[src/rtl/ibex_rf_ctx_pkg.sv]
`default_nettype none
// +-----------------------------------------------------------------------+
// | ibex_rf_ctx_pkg : state encoding and sizing helper for the ctx engine  |
// | Revision 1.0                                                          |
// +-----------------------------------------------------------------------+
package ibex_rf_ctx_pkg;

  typedef enum logic [2:0] {
    IDLE    = 3'd0,
    SAVE    = 3'd1,
    RESTORE = 3'd2,
    CSUM    = 3'd3,
    DONE    = 3'd4
  } ctx_state_e;

  function automatic int unsigned num_words(input bit rv32e);
    return rv32e ? 32'd16 : 32'd32;
  endfunction

endpackage
`default_nettype wire

[src/rtl/ibex_rf_ctx_csum.sv]
`default_nettype none
// +-----------------------------------------------------------------------+
// | ibex_rf_ctx_csum : XOR accumulator with clear, enable and compare      |
// | Revision 1.0                                                          |
// +-----------------------------------------------------------------------+
module ibex_rf_ctx_csum #(
  parameter int unsigned DataWidth = 32
) (
  input  logic                 clk_i,
  input  logic                 rst_i,
  input  logic                 clr_i,
  input  logic                 en_i,
  input  logic [DataWidth-1:0] data_i,
  input  logic [DataWidth-1:0] cmp_i,
  output logic [DataWidth-1:0] acc_o,
  output logic                 mismatch_o
);

  logic [DataWidth-1:0] acc_d, acc_q;

  always_comb begin
    acc_d = acc_q;
    if (clr_i) begin
      acc_d = '0;
    end else if (en_i) begin
      acc_d = acc_q ^ data_i;
    end
  end

  always_ff @(posedge clk_i) begin
    if (rst_i) begin
      acc_q <= '0;
    end else begin
      acc_q <= acc_d;
    end
  end

  assign acc_o      = acc_q;
  assign mismatch_o = (cmp_i != acc_q);

endmodule
`default_nettype wire

[src/rtl/ibex_rf_ctx_engine.sv]
`default_nettype none
// +-----------------------------------------------------------------------+
// | ibex_rf_ctx_engine : register-file context save/restore initiator.     |
// | Optional checksum beat: IBEX_RF_CTX_CHECKSUM_EN.  Revision 1.0         |
// +-----------------------------------------------------------------------+
module ibex_rf_ctx_engine
  import ibex_rf_ctx_pkg::*;
#(
  parameter int unsigned RV32E     = 0,
  parameter int unsigned DataWidth = 32
) (
  input  logic                 clk_i,
  input  logic                 rst_i,
  input  logic                 save_req_i,
  input  logic                 restore_req_i,
  output logic                 busy_o,
  output logic                 done_o,
  output logic                 err_o,
  output logic [4:0]           rf_raddr_o,
  input  logic [DataWidth-1:0] rf_rdata_i,
  output logic [4:0]           rf_waddr_o,
  output logic [DataWidth-1:0] rf_wdata_o,
  output logic                 rf_we_o,
  output logic                 save_valid_o,
  output logic [DataWidth-1:0] save_data_o,
  input  logic                 save_ready_i,
  input  logic                 rest_valid_i,
  input  logic [DataWidth-1:0] rest_data_i,
  output logic                 rest_ready_o
);

  localparam int unsigned NUM_WORDS = num_words(RV32E != 0);
  localparam logic [4:0]  LAST_IDX  = 5'(NUM_WORDS - 1);

  localparam logic [2:0] S_IDLE    = 3'(IDLE);
  localparam logic [2:0] S_SAVE    = 3'(SAVE);
  localparam logic [2:0] S_RESTORE = 3'(RESTORE);
  localparam logic [2:0] S_DONE    = 3'(DONE);
`ifdef IBEX_RF_CTX_CHECKSUM_EN
  localparam logic [2:0] S_CSUM    = 3'(CSUM);
  localparam logic [2:0] S_LAST    = S_CSUM;
`else
  localparam logic [2:0] S_LAST    = S_DONE;
`endif

  logic [2:0] state_d, state_q;
  logic [4:0] idx_d, idx_q;

`ifdef IBEX_RF_CTX_CHECKSUM_EN
  // dir_q remembers whether the CSUM beat belongs to a save (1) or restore (0)
  logic                 dir_d, dir_q;
  logic                 err_d, err_q;
  logic                 acc_clr, acc_en, acc_mismatch;
  logic [DataWidth-1:0] acc_data, acc_val;
`endif

  always_comb begin
    state_d      = state_q;
    idx_d        = idx_q;
    done_o       = 1'b0;
    rf_raddr_o   = 5'd0;
    rf_waddr_o   = 5'd0;
    rf_wdata_o   = '0;
    rf_we_o      = 1'b0;
    save_valid_o = 1'b0;
    save_data_o  = '0;
    rest_ready_o = 1'b0;
`ifdef IBEX_RF_CTX_CHECKSUM_EN
    dir_d    = dir_q;
    err_d    = err_q;
    acc_clr  = 1'b0;
    acc_en   = 1'b0;
    acc_data = rest_data_i;
`endif

    case (state_q)
      S_IDLE: begin
        idx_d = 5'd1;
        if (save_req_i || restore_req_i) begin
          state_d = save_req_i ? S_SAVE : S_RESTORE;
`ifdef IBEX_RF_CTX_CHECKSUM_EN
          dir_d   = save_req_i;
          acc_clr = 1'b1;
          err_d   = 1'b0;
`endif
        end
      end

      S_SAVE: begin
        save_valid_o = 1'b1;
        rf_raddr_o   = idx_q;
        save_data_o  = rf_rdata_i;
        if (save_ready_i) begin
`ifdef IBEX_RF_CTX_CHECKSUM_EN
          acc_en   = 1'b1;
          acc_data = rf_rdata_i;
`endif
          if (idx_q == LAST_IDX) begin
            state_d = S_LAST;
          end else begin
            idx_d = idx_q + 5'd1;
          end
        end
      end

      S_RESTORE: begin
        rest_ready_o = 1'b1;
        if (rest_valid_i) begin
          rf_we_o    = 1'b1;
          rf_waddr_o = idx_q;
          rf_wdata_o = rest_data_i;
`ifdef IBEX_RF_CTX_CHECKSUM_EN
          acc_en = 1'b1;
`endif
          if (idx_q == LAST_IDX) begin
            state_d = S_LAST;
          end else begin
            idx_d = idx_q + 5'd1;
          end
        end
      end

`ifdef IBEX_RF_CTX_CHECKSUM_EN
      S_CSUM: begin
        if (dir_q) begin
          save_valid_o = 1'b1;
          save_data_o  = acc_val;
          if (save_ready_i) begin
            state_d = S_DONE;
          end
        end else begin
          rest_ready_o = 1'b1;
          if (rest_valid_i) begin
            state_d = S_DONE;
            if (acc_mismatch) begin
              err_d = 1'b1;
            end
          end
        end
      end
`endif

      S_DONE: begin
        done_o  = 1'b1;
        idx_d   = 5'd1;
        state_d = S_IDLE;
      end

      default: begin
        state_d = S_IDLE;
        idx_d   = 5'd1;
      end
    endcase
  end

  always_ff @(posedge clk_i) begin
    if (rst_i) begin
      state_q <= S_IDLE;
      idx_q   <= 5'd1;
    end else begin
      state_q <= state_d;
      idx_q   <= idx_d;
    end
  end

  assign busy_o = (state_q != S_IDLE);

`ifdef IBEX_RF_CTX_CHECKSUM_EN
  always_ff @(posedge clk_i) begin
    if (rst_i) begin
      dir_q <= 1'b0;
      err_q <= 1'b0;
    end else begin
      dir_q <= dir_d;
      err_q <= err_d;
    end
  end

  ibex_rf_ctx_csum #(
    .DataWidth (DataWidth)
  ) u_csum (
    .clk_i      (clk_i),
    .rst_i      (rst_i),
    .clr_i      (acc_clr),
    .en_i       (acc_en),
    .data_i     (acc_data),
    .cmp_i      (rest_data_i),
    .acc_o      (acc_val),
    .mismatch_o (acc_mismatch)
  );

  assign err_o = err_q;
`else
  assign err_o = 1'b0;
`endif

endmodule
`default_nettype wire
[config.mk]
export PLATFORM = sky130hd
export DESIGN_NAME = ibex_rf_ctx_engine
export DESIGN_NICKNAME = d
export VERILOG_FILES = /design/src/rtl/ibex_rf_ctx_pkg.sv /design/src/rtl/ibex_rf_ctx_csum.sv /design/src/rtl/ibex_rf_ctx_engine.sv
export SDC_FILE = /design/constraint.sdc
export NUM_CORES = 1
export LEC_CHECK = 0
export CAP_MARGIN = 15
export CORE_MARGIN = 5
export CORE_UTILIZATION = 25
export CTS_CLUSTER_SIZE = 10
export DETAILED_ROUTE_END_ITERATION = 6
export HOLD_SLACK_MARGIN = 0.08
export PLACE_DENSITY = 0.92
export SLEW_MARGIN = 5
export SYNTH_ARGS = -nofsm -noshare
export SYNTH_HDL_FRONTEND = slang
export SYNTH_SLANG_ARGS = --single-unit
[constraint.sdc]
create_clock -name clk_i -period 3.4 [get_ports clk_i]
set_input_delay 0.68 -clock clk_i [delete_from_list [all_inputs] [get_ports clk_i]]
set_output_delay 0.68 -clock clk_i [all_outputs]
set_load 0.005 [all_outputs]
==> impl_results.md, run 1 <==
- Fillers: 326
- Most common cell in the netlist: and3_1
- Max cap viols: 0
- DR vias: ~1.5k
- CP arrival: 2.16 ns
- CTS tree: built
- Worst Setup Slack, final: 0.564 ns
- Hold WC Path Type: flop to flop
- Core Region: 3940 µm²
- Slew Limit Fails: 0
- First-pass GRT wire length: about 7.5 mm
- RR Endpoint: idx_q[3]
- DR iter-0 viols: between 70 and 80
- Antenna diodes: 0
- Routability congestion estimate: 0.873
- Post-synth net total: about 210
- Post-DP HPWL: between 4 and 5 mm
- Clock period minus worst slack: 2.84 ns
- Average wire per standard cell: between 15 and 20 µm
- Flops & latches, synth: 8
- Status: completed
- P&R area growth vs syn: 152%
- Sequential area share after synthesis: 0.159
- Layout cell share with drive strength beyond 1: 0.0391
- FF-to-FF Start: idx_q[1]
- Clock skew: approximately 0.0014 ns
- CTS buffer count: 3
- Synth warn: 0
- CTS Root Cell: clkbuf_8
- H-tree depth: 1
- Final antenna-violating net count: 0
- I/O Pins: 150
- Clk sinks: 8
- Final core occ: 0.645
- Remaining routing DRC violations: 0
- Setup crit end kind: primary output
- Die area: 5400 µm²
- Post-CTS setup buffer count: 0
- CTS resizes: 0
- Synth Area per Inst: just over 7 µm²
- Reg-to-reg slack, setup: roughly 1.4 ns
- Critical Path Fanout Max: 42
- Yosys top cell by area: and3_1
- Longest Clk Path Bufs: 2
- Overflow left after global routing: 0
- CP Class: primary input to primary output
- Final setup viols: 0
- Post-synthesis cell count: about 140
- Horiz. Die Dim: approximately 74 µm
- Top achievable clock speed: 353 MHz
- GR Util All Layers: 0.178
- Clk Latency, worst-skew pair: around 0.23 ns
- Worst EP required: 2.72 ns
- Vias per cell: between 4 and 5
- Top-area cell type share of the netlist area: 0.242
- Drt total wl: just over 5 mm
- Hold buffer count at CTS: 0
- Setup TNS: 0 ns
- Fraction of registers with async set/reset: 0
- Cell area after synthesis: a little over 1000 µm²
- Worst Tran Pin Value: roughly 0.57 ns
- Post-synth top cells: 39 x and3_1, 37 x and2_1, 8 x clkbuf_1, 8 x dfxtp_1, 4 x o21ai_0
- Vert. Die Dim: 73.5 µm
- Top cells by area, synth: and3_1 24%, and2_1 23%, dfxtp_1 16%
- Hold path endpoint: idx_q[3]
- Starting Density: 0.256
- Largest net degree at the start of global routing: 43
- # rows: 23
- Rel. slew slack: 0.616
- Power per cell area: between 150 and 200 nW/µm²
- Final nets: 355
- Peak VDD IR: about 0.00018 V
- Buffers on Ports: 148
- Vias in the first global route: 1441
- Startpoint type of the worst setup path: primary input
- Synth unique cells: 31
- Hold depth: 2
- Placement Setup Slack: ~0.56 ns
- Final Cycle Share: 0.834
- Hold Fails Final Rpt: 0
- Worst R2R Path Depth: 7
- RSZ-0062 raised after global routing: false
- First-pass DRT Iterations: 4
- Initial antenna violation count: 0
- Synth Flop Type: dfxtp_1
- Lkg Pwr: 1.09 nW
- Post-synth EDFFs: 0
- Worst-path clk slew: roughly 0.040 ns
- Hold Crit Start: idx_q[3]
## layout by cell type (no fill, tap or decap)
cell type	Yosys	layout
clkdlybuf4s50_1	0	148
or3_1	2	2
and2b_1	1	1
nor3_1	2	2
a32oi_1	2	2
o22ai_2	1	1
a211o_1	1	1
xor2_1	1	1
inv_1	2	2
conb_1	1	1
a21oi_1	3	3
and2_1	37	37
nand2_1	1	1
a211oi_1	2	2
nor2b_1	2	2
nand3_1	3	3
nor4_1	2	2
and3_1	39	39
clkbuf_8	0	3
dfxtp_1	8	8
ha_1	2	2
o22ai_1	1	1
nor2_1	3	3
buf_4	3	3
o221ai_1	1	1
nor3b_2	1	1
o21ai_0	4	4
nand2b_4	2	2
nor2_4	1	1
nand3b_1	2	2
## layer usage
metal | GRT usage | routed length, µm
met4 | 0.0302 | 22
met5 | 0 | 0
met1 | 0.210 | 1990
met2 | 0.340 | 2790
met3 | 0.0260 | 364
## per-stage QoR
stage                     total power (W)  hold slack [ns]  instance area (µm²)  std cells
after floorplan                  0.000173            0.467                 1010        142
after global placement           0.000324            0.527                 2500        328
after detailed placement         0.000328            0.519                 2500        328
after CTS                        0.000442            0.523                 2540        331
after global routing             0.000464            0.570                 2540        331
final                            0.000442            0.521                 2540        331
## worst max-delay path by stage
stage                     slack, ns    startpoint  depth (start not counted)         endpoint
after floorplan                1.56    state_q[2]                          5   rf_wdata_o[13]
after global placement         0.57  rest_valid_i                          4   rf_wdata_o[27]
after detailed placement       0.56  rest_valid_i                          4   rf_wdata_o[27]
after CTS                      0.56  rest_valid_i                          4   rf_wdata_o[27]
after global routing           0.44    state_q[0]                          4  save_data_o[20]
final                          0.56  rest_valid_i                          4   rf_wdata_o[27]
## logic make-up (layout without fill, tap and decap cells)
group                      count (synthesis)  after routing  synth area share
and+or+nand+nor                           98             98             0.622
buffers and inverters                     17            156            0.0794
AOI/OAI and AO/OA                         15             15             0.103
DFF                                        8              8             0.159
adders and majority gates                  2              2            0.0248
other                                      1              1           0.00372
xor gates and xnor gates                   1              1           0.00869
## registers in the layout, indices dropped and copies added (netlist names)
| signal | flops |
|---|---|
| idx_q | 5 |
| state_q | 3 |
## area by class of cell
class,instances,area (µm²),area share
tap,50,62.6,0.0246
clock buffer,3,41.3,0.0162
timing repair buffer,151,1500,0.591
inverter,2,7.51,0.00295
sequential,8,160,0.0630
multi-input combinational,117,768,0.302
## critical path, stage by stage
cell and delay (ns):
clkdlybuf4s50_1 0.45, buf_4 0.29, and3_1 0.22, clkdlybuf4s50_1 0.50
## power breakdown
| part | total (W) | switching [W] | internal [W] |
|---|---|---|---|
| registers | 0.000105 | 0.00000735 | 0.0000979 |
| clock network | 0.000116 | 0.0000388 | 0.0000768 |
| logic | 0.000221 | 0.0000687 | 0.000152 |
| total | 0.000442 | 0.000115 | 0.000327 |
Note: power is estimated with default switching activity, not from simulation.
==> run 2, diff against run 1 <==
--- a/config.mk
+++ b/config.mk
@@ -7,11 +7,11 @@
 export LEC_CHECK = 0
 export CAP_MARGIN = 15
 export CORE_MARGIN = 5
-export CORE_UTILIZATION = 25
+export CORE_UTILIZATION = 23
 export CTS_CLUSTER_SIZE = 10
 export DETAILED_ROUTE_END_ITERATION = 6
 export HOLD_SLACK_MARGIN = 0.08
-export PLACE_DENSITY = 0.92
+export PLACE_DENSITY = 0.86
 export SLEW_MARGIN = 5
 export SYNTH_ARGS = -nofsm -noshare
 export SYNTH_HDL_FRONTEND = slang
==> constraint.sdc (replaced) <==
create_clock -name clk_i -period 2.7 [get_ports clk_i]
set_input_delay 0.54 -clock clk_i [delete_from_list [all_inputs] [get_ports clk_i]]
set_output_delay 0.54 -clock clk_i [all_outputs]
set_load 0.005 [all_outputs]
==> impl_results.md, run 2 (synthesis results as in run 1) <==
- CTS Root Cell: clkbuf_8
- Drt total wl: 5.35 mm (+3.7%)
- Clk sinks: 8 (unchanged)
- Final Cell Area: 2570 µm² (+0.89%)
- Initial antenna violation count: 0 (unchanged)
- Largest net degree at the start of global routing: 43 (unchanged)
- Status: completed
- Max FFs per register: 5 (unchanged)
- Die area: 5810 µm² (+7.5%)
- DR vias: 1520 (-0.20%)
- CTS buffer count: 3 (unchanged)
- CP Class: flop to primary output
- Core Region: 4290 µm² (+8.9%)
- # rows: 24 (+4.3%)
- Clock skew: 0.000513 ns (-0.000858 ns)
- Max cap viols: 0 (unchanged)
- Hold buffer count at CTS: 0 (unchanged)
- Starting Density: 0.235 (-0.0209)
- CTS tree: built
- Final nets: 355 (unchanged)
- Final Cycle Share: 0.941
- Buffers on Ports: 148 (unchanged)
- CP arrival: 2.00 ns (-0.16 ns)
- Post-DP HPWL: 4.51 mm (+4.5%)
- Vert. Die Dim: 76.2 µm (+3.7%)
- Remaining routing DRC violations: 0 (unchanged)
- Crit-path cells: nand2b_4, nor2_4, buf_4, and2_1, clkdlybuf4s50_1
- Critical path's slowest cell: dfxtp_1
- DR iter-0 viols: 78 (unchanged)
- Clock period minus worst slack: ~2.5 ns
- Startpoint type of the worst setup path: flop
- Critical Path Fanout Max: 37 (-12%)
- Horiz. Die Dim: 76.2 µm (+3.7%)
- First-pass DRT Iterations: 4 (unchanged)
- Setup TNS: 0 ns (unchanged)
- Vias per cell: 4.56 (-0.80%)
- Final antenna-violating net count: 0 (unchanged)
- Hold Fails Final Rpt: 0 (unchanged)
- Peak VDD IR: 0.0000950 V (-46%)
- H-tree depth: 1 (unchanged)
- Vias in the first global route: 1382 (-4.1%)
- I/O Pins: 150 (unchanged)
- Routability congestion estimate: 0.803 (-8.0%)
- GR Util All Layers: 0.172 (-0.00570)
- Worst EP required: 2.16 ns (-0.56 ns)
- Hold slack: 0.560 ns (+0.0390 ns)
- P&R area growth vs syn: 154%
- Average wire per standard cell: 16.1 µm (+3.0%)
- Overflow left after global routing: 0 (unchanged)
- Crit-path max cell delay: 0.56 ns (+0.06 ns)
- Worst-path clk slew: 0.04 ns (about the same)
- Top achievable clock speed: around 400 MHz
- Clk Latency, worst-skew pair: 0.23 ns (about the same)
- Most flop-heavy register: idx_q
- Layout cell share with drive strength beyond 1: 0.0427 (+0.00356)
- Placed Area: 2520 µm² (+0.85%)
- Power per cell area: 217 nW/µm² (+25%)
- Commonest non-fill, non-tap cell in the layout: clkdlybuf4s50_1
- Fin cells: 333 (+0.60%)
- Largest registers: idx_q x5, state_q x3
- Antenna diodes: 0 (unchanged)
- Fillers: 376 (+15%)
- Final core occ: 0.598 (-0.0476)
- Hold WC Path Type: flop to flop
- First-pass GRT wire length: 8.14 mm (+8.7%)
- Longest Clk Path Bufs: 2 (unchanged)
- Final setup viols: 0 (unchanged)
- RSZ-0062 raised after global routing: false
- Lkg Pwr: 1.09 nW (+0.32%)
- Commonest cells after routing, fill and taps aside: 148 x clkdlybuf4s50_1, 39 x and3_1, 37 x and2_1, 7 x dfxtp_1, 4 x o21ai_0
- Slew Limit Fails: 0 (unchanged)
- Setup crit end kind: primary output
- Placed cell count: 330 (+0.61%)
-- run 2: where the power goes --
part	total [W]	internal, W	switching, W
registers	0.000134	0.000123	0.0000101
logic	0.000279	0.000194	0.0000848
clock network	0.000143	0.0000965	0.0000468
-- run 2: timing repair --
action | 4_1_cts | 5_1_grt
resized for setup | 0 | 1
endpoints found under the setup margin | 0 | 1
buffers inserted | 0 | 0
-- run 2: critical path, delay by kind of cell (launching register included) --
family	cells	cell delay [ns]
buffers and inverters	2	0.79
and+or+nand+nor	3	0.40
DFF	1	0.56
-- run 2: routing by layer --
layer  GRT usage  share of wire
met5           0              0
met4      0.0315         0.0060
met3      0.0461          0.073
met2       0.318           0.52
met1       0.198           0.40
-- run 2: final cells by class --
cell class              instances  area [µm²]  share of cell area
repair buffers                151        1520               0.591
well taps                      52        65.1              0.0254
flip-flops and latches          8         161              0.0629
inverters                       2        7.51             0.00293
clock buffers                   3        41.3              0.0161
multi-input cells             117         774               0.302
-- run 2: worst paths after layout --
check | start | end | slack (ns) | depth (start not counted)
max | state_q[0] | save_data_o[2] | 0.16 | 5
min reg2reg | state_q[1] | state_q[0] | 0.56 | 1
max reg2reg | idx_q[0] | idx_q[3] | 0.76 | 7
min | state_q[1] | state_q[0] | 0.56 | 1
-- run 2: stage by stage --
step                      setup slack, ns  power [W]
after floorplan                     0.942   0.000217
after global placement              0.203   0.000411
after detailed placement            0.210   0.000415
after CTS                           0.114   0.000564
after global routing               0.0189   0.000595
final                               0.159   0.000556
==> run 3, diff against run 2 <==
--- a/config.mk
+++ b/config.mk
@@ -7,11 +7,12 @@
 export LEC_CHECK = 0
 export CAP_MARGIN = 15
 export CORE_MARGIN = 5
-export CORE_UTILIZATION = 23
+export CORE_UTILIZATION = 21
+export CTS_CLUSTER_DIAMETER = 200
 export CTS_CLUSTER_SIZE = 10
 export DETAILED_ROUTE_END_ITERATION = 6
 export HOLD_SLACK_MARGIN = 0.08
-export PLACE_DENSITY = 0.86
+export PLACE_DENSITY = 0.83
 export SLEW_MARGIN = 5
 export SYNTH_ARGS = -nofsm -noshare
 export SYNTH_HDL_FRONTEND = slang
==> constraint.sdc (replaced) <==
create_clock -name clk_i -period 2.3 [get_ports clk_i]
set_input_delay 0.46 -clock clk_i [delete_from_list [all_inputs] [get_ports clk_i]]
set_output_delay 0.46 -clock clk_i [all_outputs]
set_load 0.005 [all_outputs]
==> impl_results.md, run 3 (synthesis results as in run 1) <==
- Hold Crit Start: state_q[1]
- Reg-to-reg slack, setup: 0.36 ns (-0.40 ns)
- GR Util All Layers: 0.153 (-0.0197)
- Buffers on Ports: 148 (unchanged)
- Hold slack: 0.471 ns (-0.0887 ns)
- Largest registers: idx_q x5, state_q x3
- Final core occ: 0.577 (-0.0203)
- Placement Setup Slack: 0.00516 ns (-0.205 ns)
- Hold WC Path Type: flop to flop
- Overflow left after global routing: 0 (unchanged)
- Switching part of the total: 0.251 (-0.00371)
- Final setup viols: 0 (unchanged)
- First-pass GRT wire length: 7.69 mm (-5.5%)
- RSZ-0062 raised after global routing: false
- RR Endpoint: idx_q[3]
- Vias in the first global route: 1466 (+6.1%)
- H-tree depth: 1 (unchanged)
- Longest Clk Path Bufs: 2 (unchanged)
- Max cap viols: 0 (unchanged)
- Worst EP required: 1.84 ns (-0.32 ns)
- Clock period minus worst slack: ~2.2 ns
- Commonest non-fill, non-tap cell in the layout: clkdlybuf4s50_1
- DR iter-0 viols: 47 (-40%)
- Setup crit end kind: primary output
- Crit-path cells: nor3b_4, buf_4, buf_12, and3_1, clkdlybuf4s50_1
- Starting Density: 0.215 (-0.0199)
- Gate power share: 0.527 (+0.025)
- Worst-path clk slew: 0.04 ns (about the same)
- Fin cells: 344 (+3.3%)
- Hold Fails Final Rpt: 0 (unchanged)
- I/O Pins: 150 (unchanged)
- Top achievable clock speed: ~450 MHz
- Average wire per standard cell: 15.7 µm (-2.0%)
- Largest net degree at the start of global routing: 38 (-12%)
- CP bufs+invs: 3 (+1)
- Initial antenna violation count: 0 (unchanged)
- CP Class: flop to primary output
- Placed cell count: 336 (+1.8%)
- CTS buffer count: 3 (unchanged)
- # rows: 25 (+4.2%)
- First-pass DRT Iterations: 4 (unchanged)
- Critical path's slowest cell: clkdlybuf4s50_1
- Internal power: 0.000507 W (+22%)
- Final nets: 364 (+2.5%)
- Clk sinks: 8 (unchanged)
- Slew Limit Fails: 0 (unchanged)
- Final antenna-violating net count: 0 (unchanged)
- Lkg Pwr: 1.17 nW (+7.1%)
- Status: completed
- CTS tree: built
- Die area: 6290 µm² (+8.3%)
- Core Region: 4690 µm² (+9.3%)
- Final Cycle Share: 0.966
- P&R area growth vs syn: 169%
- Max FFs per register: 5 (unchanged)
- Clock group share of total power: 0.245 (-0.013)
- Hold path endpoint: state_q[0]
- Crit-path max cell delay: 0.52 ns (-0.04 ns)
- Most flop-heavy register: idx_q
- Vert. Die Dim: 79.3 µm (+4.0%)
- Routability congestion estimate: 0.794 (-1.2%)
- Worst Setup Slack, final: 0.0787 ns (-0.0805 ns)
- Sequential Power Share: 0.228 (-0.012)
- Hold depth: 1 (unchanged)
- Antenna diodes: 0 (unchanged)
- Horiz. Die Dim: 79.3 µm (+4.0%)
- DR vias: 1590 (+4.6%)
- Setup TNS: 0 ns (unchanged)
- Drt total wl: 5.42 mm (+1.2%)
- FF-to-FF Start: idx_q[0]
- Critical Path Fanout Max: 19 (-49%)
- Hold buffer count at CTS: 0 (unchanged)
- Vias per cell: 4.62 (+1.3%)
- Crit path max-delay family: buffers and inverters
- Switching power: 0.000170 W (+20%)
- Startpoint type of the worst setup path: flop
- Remaining routing DRC violations: 0 (unchanged)
- Layout cell share with drive strength beyond 1: 0.0759 (+0.0332)
- Clock skew: 0.00381 ns (+0.00330 ns)
- Post-DP HPWL: 4.37 mm (-3.0%)
- Worst R2R Path Depth: 7 (unchanged)
- Commonest cells after routing, fill and taps aside: 147 x clkdlybuf4s50_1, 39 x and3_1, 37 x and2_1, 6 x dfxtp_1, 6 x buf_4
- Peak VDD IR: 0.000180 V (+89%)
- CTS Root Cell: clkbuf_8
- Power per cell area: 250 nW/µm² (+15%)
- Clk Latency, worst-skew pair: 0.22 ns (about the same)
- CP arrival: 1.76 ns (-0.24 ns)
## run 3: layer usage
metal / wire length, µm / global-route usage / part of all wire / vias up
li1: - / - / - / 789
met1: 2040 / 0.166 / 0.38 / 733
met2: 2960 / 0.290 / 0.55 / 62
met3: 382 / 0.0454 / 0.071 / 6
met4: 41 / 0.0326 / 0.0076 / 0
met5: 0 / 0 / 0 / -
## run 3: cell type report
cell class	count	area (µm²)
multi-input cells	117	774
repair buffers	160	1650
clock buffers	3	41.3
flip-flops and latches	8	168
inverters	2	7.51
well taps	54	67.6
fillers	438	1980
## run 3: power groups by stage
stage,sequential (W),combinational [W],clock (W)
6_report,0.000155,0.000357,0.000166
5_1_grt,0.000156,0.000382,0.000174
4_1_cts,0.000156,0.000345,0.000169
3_5_place_dp,0.000157,0.000342,0
3_3_place_gp,0.000157,0.000337,0
2_1_floorplan,0.000149,0.000106,0
## run 3: repair_timing
item	CTS	global route
buffers inserted	1	1
gates resized for setup	2	3
endpoints found under the hold margin	0	0
setup endpoints to repair	72	38
cloned	0	3
## run 3: worst max path at each step
stage	from	end	slack, ns	cells past startpoint
2_1_floorplan	idx_q[0]	idx_q[3]	0.54	7
3_3_place_gp	rest_valid_i	rf_waddr_o[3]	0.02	4
3_5_place_dp	rest_valid_i	rf_wdata_o[16]	0.005	4
4_1_cts	rest_valid_i	rf_wdata_o[16]	0.005	4
5_1_grt	state_q[1]	rf_waddr_o[0]	0.01	5
6_report	state_q[1]	rf_waddr_o[0]	0.08	5
## run 3: through the flow
stage               area (µm²)  power [W]
floorplan                 1010   0.000255
global placement          2580   0.000494
detailed placement        2580   0.000500
CTS                       2630   0.000670
global route              2710   0.000712
finish                    2710   0.000677
